**src/rtl/trig_pkg.sv**
```systemverilog
// trig_pkg: shared types and constants for the trigger record FIFO.
//   trig_record_t : one stored record (mask + timestamp, plus sequence number
//                   and drop snapshot when TRIGREC_SEQ_EN is defined)
//   wsel_e        : word-select within a record during readout
//   rec_word()    : formats one 32-bit readout word of a record
// Optional feature macro: TRIGREC_SEQ_EN (adds a leading header word).
package trig_pkg;

  localparam int          TRIG_MASK_W   = 8;
  localparam int          TRIG_TIME_W   = 56;
  localparam logic [15:0] TRIGREC_MAGIC = 16'hA55A;

  typedef enum logic [1:0] {
    WSEL_HDR = 2'd0,
    WSEL_W0  = 2'd1,
    WSEL_W1  = 2'd2
  } wsel_e;

`ifdef TRIGREC_SEQ_EN
  typedef struct packed {
    logic [7:0]             seq;
    logic [7:0]             drop;
    logic [TRIG_MASK_W-1:0] mask;
    logic [TRIG_TIME_W-1:0] timestamp;
  } trig_record_t;

  localparam wsel_e WSEL_FIRST = WSEL_HDR;
`else
  typedef struct packed {
    logic [TRIG_MASK_W-1:0] mask;
    logic [TRIG_TIME_W-1:0] timestamp;
  } trig_record_t;

  localparam wsel_e WSEL_FIRST = WSEL_W0;
`endif

  localparam int TRIG_REC_W = $bits(trig_record_t);

  // Select one 32-bit readout word of a record.
  function automatic logic [31:0] rec_word(input trig_record_t r, input wsel_e w);
    logic [31:0] word;
    case (w)
`ifdef TRIGREC_SEQ_EN
      WSEL_HDR: word = {TRIGREC_MAGIC, r.drop, r.seq};
`else
      WSEL_HDR: word = 32'h0000_0000;
`endif
      WSEL_W0:  word = {r.mask, r.timestamp[55:32]};
      WSEL_W1:  word = r.timestamp[31:0];
      default:  word = 32'h0000_0000;
    endcase
    return word;
  endfunction

endpackage

```
**src/rtl/trig_record_ram.sv**
```systemverilog
// trig_record_ram: simple dual-port record storage, registered read.
//   clk     : clock          nrst    : async active-low reset (read register only)
//   wr_en   : write strobe   wr_addr : write slot   wr_data : record to store
//   rd_addr : read slot      rd_data : record read, one cycle after rd_addr
// Storage contents are not reset. A read and write to the same slot in one
// cycle returns the old contents; the caller forwards around that case.
module trig_record_ram #(
  parameter int DEPTH  = 16,
  parameter int ADDR_W = $clog2(DEPTH),
  parameter int WIDTH  = 64
) (
  input  logic              clk,
  input  logic              nrst,
  input  logic              wr_en,
  input  logic [ADDR_W-1:0] wr_addr,
  input  logic [WIDTH-1:0]  wr_data,
  input  logic [ADDR_W-1:0] rd_addr,
  output logic [WIDTH-1:0]  rd_data
);

  logic [WIDTH-1:0] mem_q [DEPTH];
  logic [WIDTH-1:0] rd_data_q;
  logic [WIDTH-1:0] rd_data_d;

  // Read port mux.
  always_comb begin
    rd_data_d = mem_q[rd_addr];
  end

  // Storage array write.
  always_ff @(posedge clk) begin
    if (wr_en) begin
      mem_q[wr_addr] <= wr_data;
    end
  end

  // Registered read data.
  always_ff @(posedge clk or negedge nrst) begin
    if (!nrst) begin
      rd_data_q <= '0;
    end else begin
      rd_data_q <= rd_data_d;
    end
  end

  assign rd_data = rd_data_q;

endmodule

```
**src/rtl/trig_record_fifo.sv**
```systemverilog
// trig_record_fifo: buffers fired-trigger records and streams them out as
// 32-bit words under a pop handshake.
//   clk_adc, nrst              : clock, async active-low reset
//   clear                      : synchronous flush (pointers, level, wsel, drops)
//   trig_valid/mask/time       : incoming record strobe and payload
//   rd_en                      : pop one word; rd_data/rd_valid one cycle later
//   empty/full/level           : registered occupancy status
//   drop_count                 : saturating count of records lost to overflow
// Optional feature macro: TRIGREC_SEQ_EN (header word with magic, drop
// snapshot and sequence number ahead of each record).
module trig_record_fifo
  import trig_pkg::*;
#(
  parameter int DEPTH  = 16,
  parameter int ADDR_W = $clog2(DEPTH)
) (
  input  logic              clk_adc,
  input  logic              nrst,
  input  logic              clear,
  input  logic              trig_valid,
  input  logic [7:0]        trig_mask,
  input  logic [55:0]       trig_time,
  input  logic              rd_en,
  output logic [31:0]       rd_data,
  output logic              rd_valid,
  output logic              empty,
  output logic              full,
  output logic [ADDR_W:0]   level,
  output logic [15:0]       drop_count
);

  localparam logic [ADDR_W:0] PTR_ONE = {{ADDR_W{1'b0}}, 1'b1};

  logic [ADDR_W:0] wr_ptr_q, wr_ptr_d, rd_ptr_q, rd_ptr_d, level_q, level_d;
  logic            empty_q, empty_d, full_q, full_d;
  logic            rd_valid_q, rd_valid_d;
  logic [31:0]     rd_data_q, rd_data_d;
  logic [15:0]     drop_q, drop_d;
  wsel_e           wsel_q, wsel_d;
  logic            byp_q, byp_d;
  trig_record_t    byp_rec_q, byp_rec_d;
`ifdef TRIGREC_SEQ_EN
  logic [7:0]      seq_q, seq_d;
`endif

  logic                  pop, pop_last, wr_en;
  trig_record_t          wr_rec, head_rec;
  logic [TRIG_REC_W-1:0] ram_rd_data;

  // The RAM is read at the next-cycle head pointer so the head record is
  // already registered when a pop arrives, including back-to-back pops.
  trig_record_ram #(
    .DEPTH  (DEPTH),
    .ADDR_W (ADDR_W),
    .WIDTH  (TRIG_REC_W)
  ) u_ram (
    .clk     (clk_adc),
    .nrst    (nrst),
    .wr_en   (wr_en),
    .wr_addr (wr_ptr_q[ADDR_W-1:0]),
    .wr_data (wr_rec),
    .rd_addr (rd_ptr_d[ADDR_W-1:0]),
    .rd_data (ram_rd_data)
  );

  // Next-state logic for pointers, flags, word select, counters and output.
  always_comb begin
    pop      = rd_en && !empty_q && !clear;
    pop_last = pop && (wsel_q == WSEL_W1);
    // When full, a slot freed by a last-word pop this cycle can take the write.
    wr_en    = trig_valid && !clear && (!full_q || pop_last);

    wr_rec           = '0;
    wr_rec.mask      = trig_mask;
    wr_rec.timestamp = trig_time;
`ifdef TRIGREC_SEQ_EN
    wr_rec.seq       = seq_q;
    wr_rec.drop      = drop_q[7:0];
`endif

    // A write landing on the slot being fetched is not visible in the RAM
    // read register yet; forward it for one cycle.
    head_rec = byp_q ? byp_rec_q : trig_record_t'(ram_rd_data);

    if (clear) begin
      wr_ptr_d = '0;
      rd_ptr_d = '0;
      wsel_d   = WSEL_FIRST;
      drop_d   = 16'h0000;
    end else begin
      wr_ptr_d = wr_en ? (wr_ptr_q + PTR_ONE) : wr_ptr_q;
      rd_ptr_d = pop_last ? (rd_ptr_q + PTR_ONE) : rd_ptr_q;
      if (pop) begin
        case (wsel_q)
          WSEL_HDR: wsel_d = WSEL_W0;
          WSEL_W0:  wsel_d = WSEL_W1;
          WSEL_W1:  wsel_d = WSEL_FIRST;
          default:  wsel_d = WSEL_FIRST;
        endcase
      end else begin
        wsel_d = wsel_q;
      end
      if (trig_valid && !wr_en && (drop_q != 16'hFFFF)) begin
        drop_d = drop_q + 16'd1;
      end else begin
        drop_d = drop_q;
      end
    end

`ifdef TRIGREC_SEQ_EN
    if (clear) begin
      seq_d = 8'h00;
    end else if (wr_en) begin
      seq_d = seq_q + 8'd1;
    end else begin
      seq_d = seq_q;
    end
`endif

    level_d = wr_ptr_d - rd_ptr_d;
    empty_d = (wr_ptr_d == rd_ptr_d);
    full_d  = (wr_ptr_d[ADDR_W] != rd_ptr_d[ADDR_W]) &&
              (wr_ptr_d[ADDR_W-1:0] == rd_ptr_d[ADDR_W-1:0]);

    byp_d     = wr_en && (wr_ptr_q[ADDR_W-1:0] == rd_ptr_d[ADDR_W-1:0]);
    byp_rec_d = wr_rec;

    rd_valid_d = pop;
    if (pop) begin
      rd_data_d = rec_word(head_rec, wsel_q);
    end else begin
      rd_data_d = rd_data_q;
    end
  end

  // State registers.
  always_ff @(posedge clk_adc or negedge nrst) begin
    if (!nrst) begin
      wr_ptr_q   <= '0;
      rd_ptr_q   <= '0;
      level_q    <= '0;
      empty_q    <= 1'b1;
      full_q     <= 1'b0;
      wsel_q     <= WSEL_FIRST;
      drop_q     <= 16'h0000;
      rd_valid_q <= 1'b0;
      rd_data_q  <= 32'h0000_0000;
      byp_q      <= 1'b0;
      byp_rec_q  <= '0;
`ifdef TRIGREC_SEQ_EN
      seq_q      <= 8'h00;
`endif
    end else begin
      wr_ptr_q   <= wr_ptr_d;
      rd_ptr_q   <= rd_ptr_d;
      level_q    <= level_d;
      empty_q    <= empty_d;
      full_q     <= full_d;
      wsel_q     <= wsel_d;
      drop_q     <= drop_d;
      rd_valid_q <= rd_valid_d;
      rd_data_q  <= rd_data_d;
      byp_q      <= byp_d;
      byp_rec_q  <= byp_rec_d;
`ifdef TRIGREC_SEQ_EN
      seq_q      <= seq_d;
`endif
    end
  end

  assign rd_data    = rd_data_q;
  assign rd_valid   = rd_valid_q;
  assign empty      = empty_q;
  assign full       = full_q;
  assign level      = level_q;
  assign drop_count = drop_q;

endmodule

```
**config.mk**
```make
export PLATFORM = sky130hd
export DESIGN_NAME = trig_record_fifo
export DESIGN_NICKNAME = d
export VERILOG_FILES = /design/src/rtl/trig_pkg.sv /design/src/rtl/trig_record_ram.sv /design/src/rtl/trig_record_fifo.sv
export SDC_FILE = /design/constraint.sdc
export NUM_CORES = 1
export LEC_CHECK = 0
export CAP_MARGIN = 30
export CORE_MARGIN = 10
export CORE_UTILIZATION = 45
export DETAILED_ROUTE_END_ITERATION = 8
export SKIP_LAST_GASP = 1
export SLEW_MARGIN = 20
export SYNTH_ARGS = -nofsm -noshare
export SYNTH_HDL_FRONTEND = slang
export SYNTH_SLANG_ARGS = --single-unit
```
**constraint.sdc**
```tcl
create_clock -name clk_adc -period 8.09 [get_ports clk_adc]
set_clock_uncertainty 0.1 [all_clocks]
set_input_delay 0.809 -clock clk_adc [delete_from_list [all_inputs] [get_ports clk_adc]]
set_output_delay 0.809 -clock clk_adc [all_outputs]
set_load 0.02 [all_outputs]
```
==> results.py, run 1 <==
metrics = {
    "status": {
        "outcome": "completed",
    },
    "timing": {
        "final-setup-viol-count": 0,
        "grt_setup_unrepaired": "no",
        "fin_setup_tns_ns": 0,
        "hold_viol": 0,
        "min_period_over_period": 0.532,
        "slew_violations": 0,
        "max-slew-margin-rel": 0.254,
        "fin_crit_ns": 4.31,
        "fmax_ghz": 0.232,
        "tightest_slew_ns": 1.12,
    },
    "power_and_ir_drop": {
        "cellPowerDensity_mw_per_mm2": 246,
        "swShare": 0.211,
        "p_switching_uw": 2780,
        "combinationalPowerShare": 0.050,
        "p_seq_frac": 0.533,
        "p_int_uw": 10400,
        "pwr-share-clk": 0.418,
        "p_leak_uw": 0.0212,
        "ir_drop_mv": 0.173,
    },
    "synth": {
        "netlist.area_leader.share": 0.661,
        "ys_seq_area_frac": 0.766,
        "post-synth-top-count-cell": "edfxtp_1",
        "ys_ff_latch": 1221,
        "synth_top_cells_by_count": "edfxtp_1, mux2i_1, dfrtp_1",
        "synth-async-reset-ratio": 0.161,
        "synth_edf_count": 1024,
        "synth_cell_types": 48,
        "yosysTopAreaCell": "edfxtp_1",
        "syn_nets": 2640,
        "yosys_warnings": 0,
        "syn_inst": 2558,
        "synth.avg_cell_area_um2": 18.2,
        "synth-main-ff-cell": "edfxtp_1",
        "synth.top_cells.by_area": "edfxtp_1, mux2i_1, dfrtp_1",
        "syn_area_mm2": 0.0466,
    },
    "floorplanning": {
        "die_area_mm2": 0.117,
        "rows": 117,
        "die_h_um": 342,
        "fp.dieW_um": 342,
        "core_mm2": 0.102,
        "start_util": 0.456,
        "io_pins": 125,
    },
    "critical_path": {
        "reg2reg_setup_slack_ns": 3.78,
        "r2r.worst_path.cells": 9,
        "crit_fanout": 119,
        "critPathSlowestCell": "buf_12",
        "max_stage_delay_ns": 0.57,
        "path_cells": "inv_1 > ha_2 > and3b_1 > mux2i_4 > buf_12 > buf_12 > mux2i_1 > o32ai_1 > or4_1",
        "worstPathArrival_ns": 4.75,
        "worst_ep_required_time_ns": 8.54,
        "regToRegStartpoint": "wsel_q[0]$_DFFE_PN1P_",
        "crit_path_start_kind": "flop",
        "crit_top_cell": "buf_12",
        "reg2reg_to": "u_ram.rd_data[23]$_DFF_PN0_",
        "critPathKind": "reg2reg",
        "crit_path_end_kind": "flop",
    },
    "finish": {
        "syn_to_final_growth_pct": 15.0,
        "design_area_mm2": 0.0535,
        "finalNetCount": 2791,
        "drive_above_1_share": 0.119,
    },
    "grt": {
        "grt_util_all_layers": 0.202,
        "antenna_found_initial": 15,
        "grt_max_degree": 135,
        "grt-ovfl-total": 0,
        "grt_pass1_vias": 24869,
        "grt_pass1_wl_um": 174000,
    },
    "clocking": {
        "h-tree-depth": 3,
        "cts_buffer_depth": 3,
        "cts_made_buffers": 120,
        "cts_tree": "built",
        "clkSinkCount": 1221,
        "cts_root_buffer": "clkbuf_16",
        "post_cts_resized": 0,
        "clock_latency_ns": 0.70,
        "clk_pin_slew_worst_paths_ns": 0.06,
        "cts_setup_buffers": 0,
        "ctsHoldBuffers": 0,
    },
    "route": {
        "drt-wirelength-per-cell_um": 28.8,
        "vias_per_cell": 5.76,
        "wl_um": 121000,
        "dr.pass1.iters": 5,
        "ant_nets": 0,
        "drt_iter0_markers": 2307,
        "post-route-drc-count": 0,
        "num_vias": 24137,
    },
    "flow_run": {
        "maxCapViolations": 0,
    },
    "placement": {
        "placed_cell_area_mm2": 0.0495,
        "dp_hpwl_um": 67100,
        "io_buffers": 124,
        "gp_congestion": 0.785,
    },
    "min_path": {
        "hold_class": "in2async",
    },
}
## worst max path at each step
stage / start / endpoint / slack, ns / cells past startpoint
2_1_floorplan: clear / u_ram.mem_q[3][0]$_DFFE_PP_ / 1.10 / 6
3_3_place_gp: clear / u_ram.mem_q[11][21]$_DFFE_PP_ / 3.05 / 7
3_5_place_dp: rd_en / u_ram.rd_data[60]$_DFF_PN0_ / 3.31 / 8
4_1_cts: wsel_q[0]$_DFFE_PN1P_ / u_ram.rd_data[60]$_DFF_PN0_ / 3.81 / 9
5_1_grt: wsel_q[0]$_DFFE_PN1P_ / u_ram.rd_data[60]$_DFF_PN0_ / 3.66 / 9
6_report: wsel_q[0]$_DFFE_PN1P_ / u_ram.rd_data[23]$_DFF_PN0_ / 3.78 / 9
## worst max-delay path: cells and delay by family, from the launching register on
family / cells / cell delay (ns)
simple gates: 2 / 0.89
buf+inv: 3 / 0.99
flops: 1 / 0.38
compound gates: 1 / 0.15
fa+ha+maj: 1 / 0.38
mux: 2 / 0.95
## registers in the layout, summed over array words and instances, names as in the netlist, 2 cells and up
register       cells
u_ram.mem_q     1024
byp_rec_q         64
u_ram.rd_data     64
rd_data           32
drop_count        16
level              5
rd_ptr_q           5
wr_ptr_q           5
wsel_q             2
## layout make-up
class | instances | area (µm²)
antenna | 6 | 15.0
clock buffer | 183 | 3510
clock inverter | 45 | 433
timing repair buffer | 180 | 1960
fill | 8155 | 48600
tap | 1368 | 1710
sequential | 1221 | 35700
inverter | 19 | 78.8
multi-input combinational | 1167 | 10200
## logic make-up (layout without fill, tap and decap cells)
family,count (synthesis),count (layout),share of synthesized area
flip-flops,1221,1221,0.766
multiplexers,585,585,0.128
AO/OA/AOI/OAI,358,358,0.0548
AND/OR/NAND/NOR,197,197,0.0257
buffers and inverters,170,427,0.0189
XOR/XNOR,14,14,0.00263
adder cells (fa/ha/maj),13,13,0.00366
other,0,6,0
## through the flow
step	worst slack, ns	instances	utilization	hold WS (ns)	total power [µW]
4_1_cts	3.81	4180	0.523	0.0539	13300
5_1_grt	3.66	4185	0.524	0.0532	13600
6_report	3.78	4189	0.524	0.00898	13200
3_3_place_gp	3.05	3940	0.482	0.372	7790
3_5_place_dp	3.31	3952	0.485	0.370	7810
2_1_floorplan	1.10	2558	-	0.363	7400
## per-layer routing
metal	share of wire	routed length, µm	global-route usage
met4	0.028	3420	0.0681
met2	0.48	57600	0.325
met3	0.073	8830	0.0425
met5	0.00043	52	0
met1	0.42	50700	0.273
## cell usage in the layout (no fill, tap or decap), types with 17 or more instances in the layout
master,netlist,routed
o21ai_0,43,43
mux2i_1,516,515
o32ai_1,128,128
edfxtp_1,1024,1024
o22ai_1,128,128
clkbuf_16,0,128
inv_1,18,17
mux2_2,68,68
clkinv_2,0,21
nand2_1,45,43
or4_1,66,66
dfrtp_1,195,194
buf_4,12,36
clkbuf_1,38,45
clkdlybuf4s50_1,0,123
a22oi_1,32,32
## power by group through the flow
stage               clock, µW  combinational, µW  sequential [µW]
floorplan                   0                174             7220
global placement            0                642             7150
detailed placement          0                656             7160
CTS                      5610                659             7030
global route             5870                702             7040
finish                   5510                654             7030
Note: power is estimated with default switching activity, not from simulation.
==> run 2: changes to the inputs <==
==> constraint.sdc (replaced) <==
create_clock -name clk_adc -period 3.6 [get_ports clk_adc]
set_clock_uncertainty 0.1 [all_clocks]
set_input_delay 0.36 -clock clk_adc [delete_from_list [all_inputs] [get_ports clk_adc]]
set_output_delay 0.36 -clock clk_adc [all_outputs]
set_load 0.02 [all_outputs]
==> results.py, run 2 (synthesized netlist as in run 1, its figures left out) <==
metrics = {
    "floorplanning": {
        "die_area_mm2": 0.117,
        "start_util": 0.456,
        "core_mm2": 0.102,
        "rows": 117,
        "die_h_um": 342,
        "fp.dieW_um": 342,
        "io_pins": 125,
    },
    "status": {
        "outcome": "completed",
    },
    "timing": {
        "max-slew-margin-rel": 0.443,
        "min_period_over_period": 0.886,
        "fmax_ghz": 0.314,
        "hold_slack_ns": 0.165,
        "fin_crit_ns": 3.19,
        "grt_setup_unrepaired": "no",
        "tightest_slew_ns": 0.835,
        "slew_violations": 0,
        "final-setup-viol-count": 0,
        "setup_ws_ns": 0.411,
        "hold_viol": 0,
    },
    "clocking": {
        "cts_made_buffers": 120,
        "clock_latency_ns": 0.72,
        "cts_tree": "built",
        "cts_buffer_depth": 3,
        "h-tree-depth": 3,
        "post_cts_resized": 0,
        "cts_setup_buffers": 0,
        "clkSinkCount": 1221,
        "cts_root_buffer": "clkbuf_16",
        "ctsHoldBuffers": 1,
        "clk_pin_slew_worst_paths_ns": 0.06,
    },
    "finish": {
        "largest_reg_flops": 1024,
        "largest-register": "u_ram.mem_q",
        "finalNetCount": 2854,
        "fin_util": 0.535,
        "final_common_cell": "edfxtp_1",
        "mostFrequentLayoutCells": "edfxtp_1, mux2i_1, dfrtp_1",
        "design_area_mm2": 0.0547,
        "syn_to_final_growth_pct": 17.5,
        "final_cells": 4255,
        "drive_above_1_share": 0.143,
    },
    "placement": {
        "preCtsSetupSlack_ns": 0.165,
        "placed_cell_area_mm2": 0.0506,
        "io_buffers": 124,
        "dp_hpwl_um": 68400,
        "gp_congestion": 0.784,
        "placed_cells": 4017,
    },
    "power_and_ir_drop": {
        "p_leak_uw": 0.0217,
        "cellPowerDensity_mw_per_mm2": 548,
        "ir_drop_mv": 0.395,
    },
    "grt": {
        "grt_util_all_layers": 0.209,
        "grt_pass1_vias": 25129,
        "antenna_found_initial": 23,
        "grt_pass1_wl_um": 178000,
        "grt_max_degree": 78,
        "grt-ovfl-total": 0,
    },
    "critical_path": {
        "crit_path_start_kind": "flop",
        "regToRegStartpoint": "wsel_q[0]$_DFFE_PN1P_",
        "critPathKind": "reg2reg",
        "path_buf_inv": 2,
        "crit_family": "simple AND/OR/NAND/NOR gates",
        "crit_path_end_kind": "flop",
        "worstSetupStartpoint": "wsel_q[0]$_DFFE_PN1P_",
        "critPathSlowestCell": "or4_1",
        "path_cells": "inv_1 > ha_2 > nand3b_4 > or4_1 > nand4_4 > buf_12 > o22ai_1 > or4_1",
        "worst_ep_required_time_ns": 4.07,
        "crit_top_cell": "or4_1",
        "worstPathArrival_ns": 3.65,
        "crit_fanout": 36,
        "max_stage_delay_ns": 0.77,
    },
    "route": {
        "wl_um": 124000,
        "route.met3.wl_um": 8960,
        "wl_met1_um": 51500,
        "num_vias": 24947,
        "drt_iter0_markers": 2189,
        "drt-wirelength-per-cell_um": 29.2,
        "top_layer_used": "met5",
        "dr.pass1.iters": 5,
        "ant_nets": 0,
        "wl_met2_um": 59900,
        "post-route-drc-count": 0,
        "vias_per_cell": 5.86,
    },
    "min_path": {
        "hold_class": "in2async",
    },
    "flow_run": {
        "maxCapViolations": 0,
    },
}
## run 2: cell types whose count changed in the layout (fill, tap and decap cells not counted), sizes merged
| cell | change |
|---|---|
| buf | +62 |
| clkbuf | -7 |
| bufinv | +4 |
| diode | +4 |
| clkinv | -3 |
| inv | +3 |
| clkinvlp | +2 |
| dlygate4sd3 | +1 |
## run 2: routing by layer
metal / vias up / track usage
met5: - / 0.0133
met4: 20 / 0.0717
li1: 10771 / -
met3: 233 / 0.0509
met2: 894 / 0.337
met1: 13029 / 0.273
## run 2: worst paths after layout
| check | end | slack [ns] | cells past startpoint |
|---|---|---|---|
| hold / removal | u_ram.rd_data[57]$_DFF_PN0_ | 0.16 | 2 |
| min in group clk_adc | byp_q$_DFF_PN0_ | 0.37 | 5 |
| setup / recovery | u_ram.rd_data[18]$_DFF_PN0_ | 0.41 | 8 |
| hold reg to reg | rd_data[11]$_DFFE_PN0P_ | 0.38 | 2 |
| max in group asynchronous | empty$_DFF_PN1_ | 2.36 | 3 |
| setup reg to reg | u_ram.rd_data[18]$_DFF_PN0_ | 0.41 | 8 |
## run 2: power breakdown
| group | internal (µW) | switching, µW | leakage (µW) | total (µW) |
|---|---|---|---|---|
| combinational | 560 | 905 | 0.00810 | 1470 |
| sequential | 15600 | 168 | 0.0116 | 15800 |
| clock | 7460 | 5250 | 0.00199 | 12700 |
## run 2: final cells by class
type / instances / area (µm²)
Antenna cell: 10 / 25.0
Clock buffer: 176 / 3470
Clock inverter: 51 / 593
Fill cell: 8116 / 47500
Inverter: 19 / 78.8
Multi-Input combinational cell: 1167 / 10200
Sequential cell: 1221 / 35700
Tap cell: 1368 / 1710
Timing Repair Buffer: 243 / 2940
## run 2: through the flow
step	power (µW)	setup TNS, ns
2_1_floorplan	16600	-6.70
3_3_place_gp	17500	0
3_5_place_dp	17600	0
4_1_cts	30200	0
5_1_grt	30900	0
6_report	30000	0
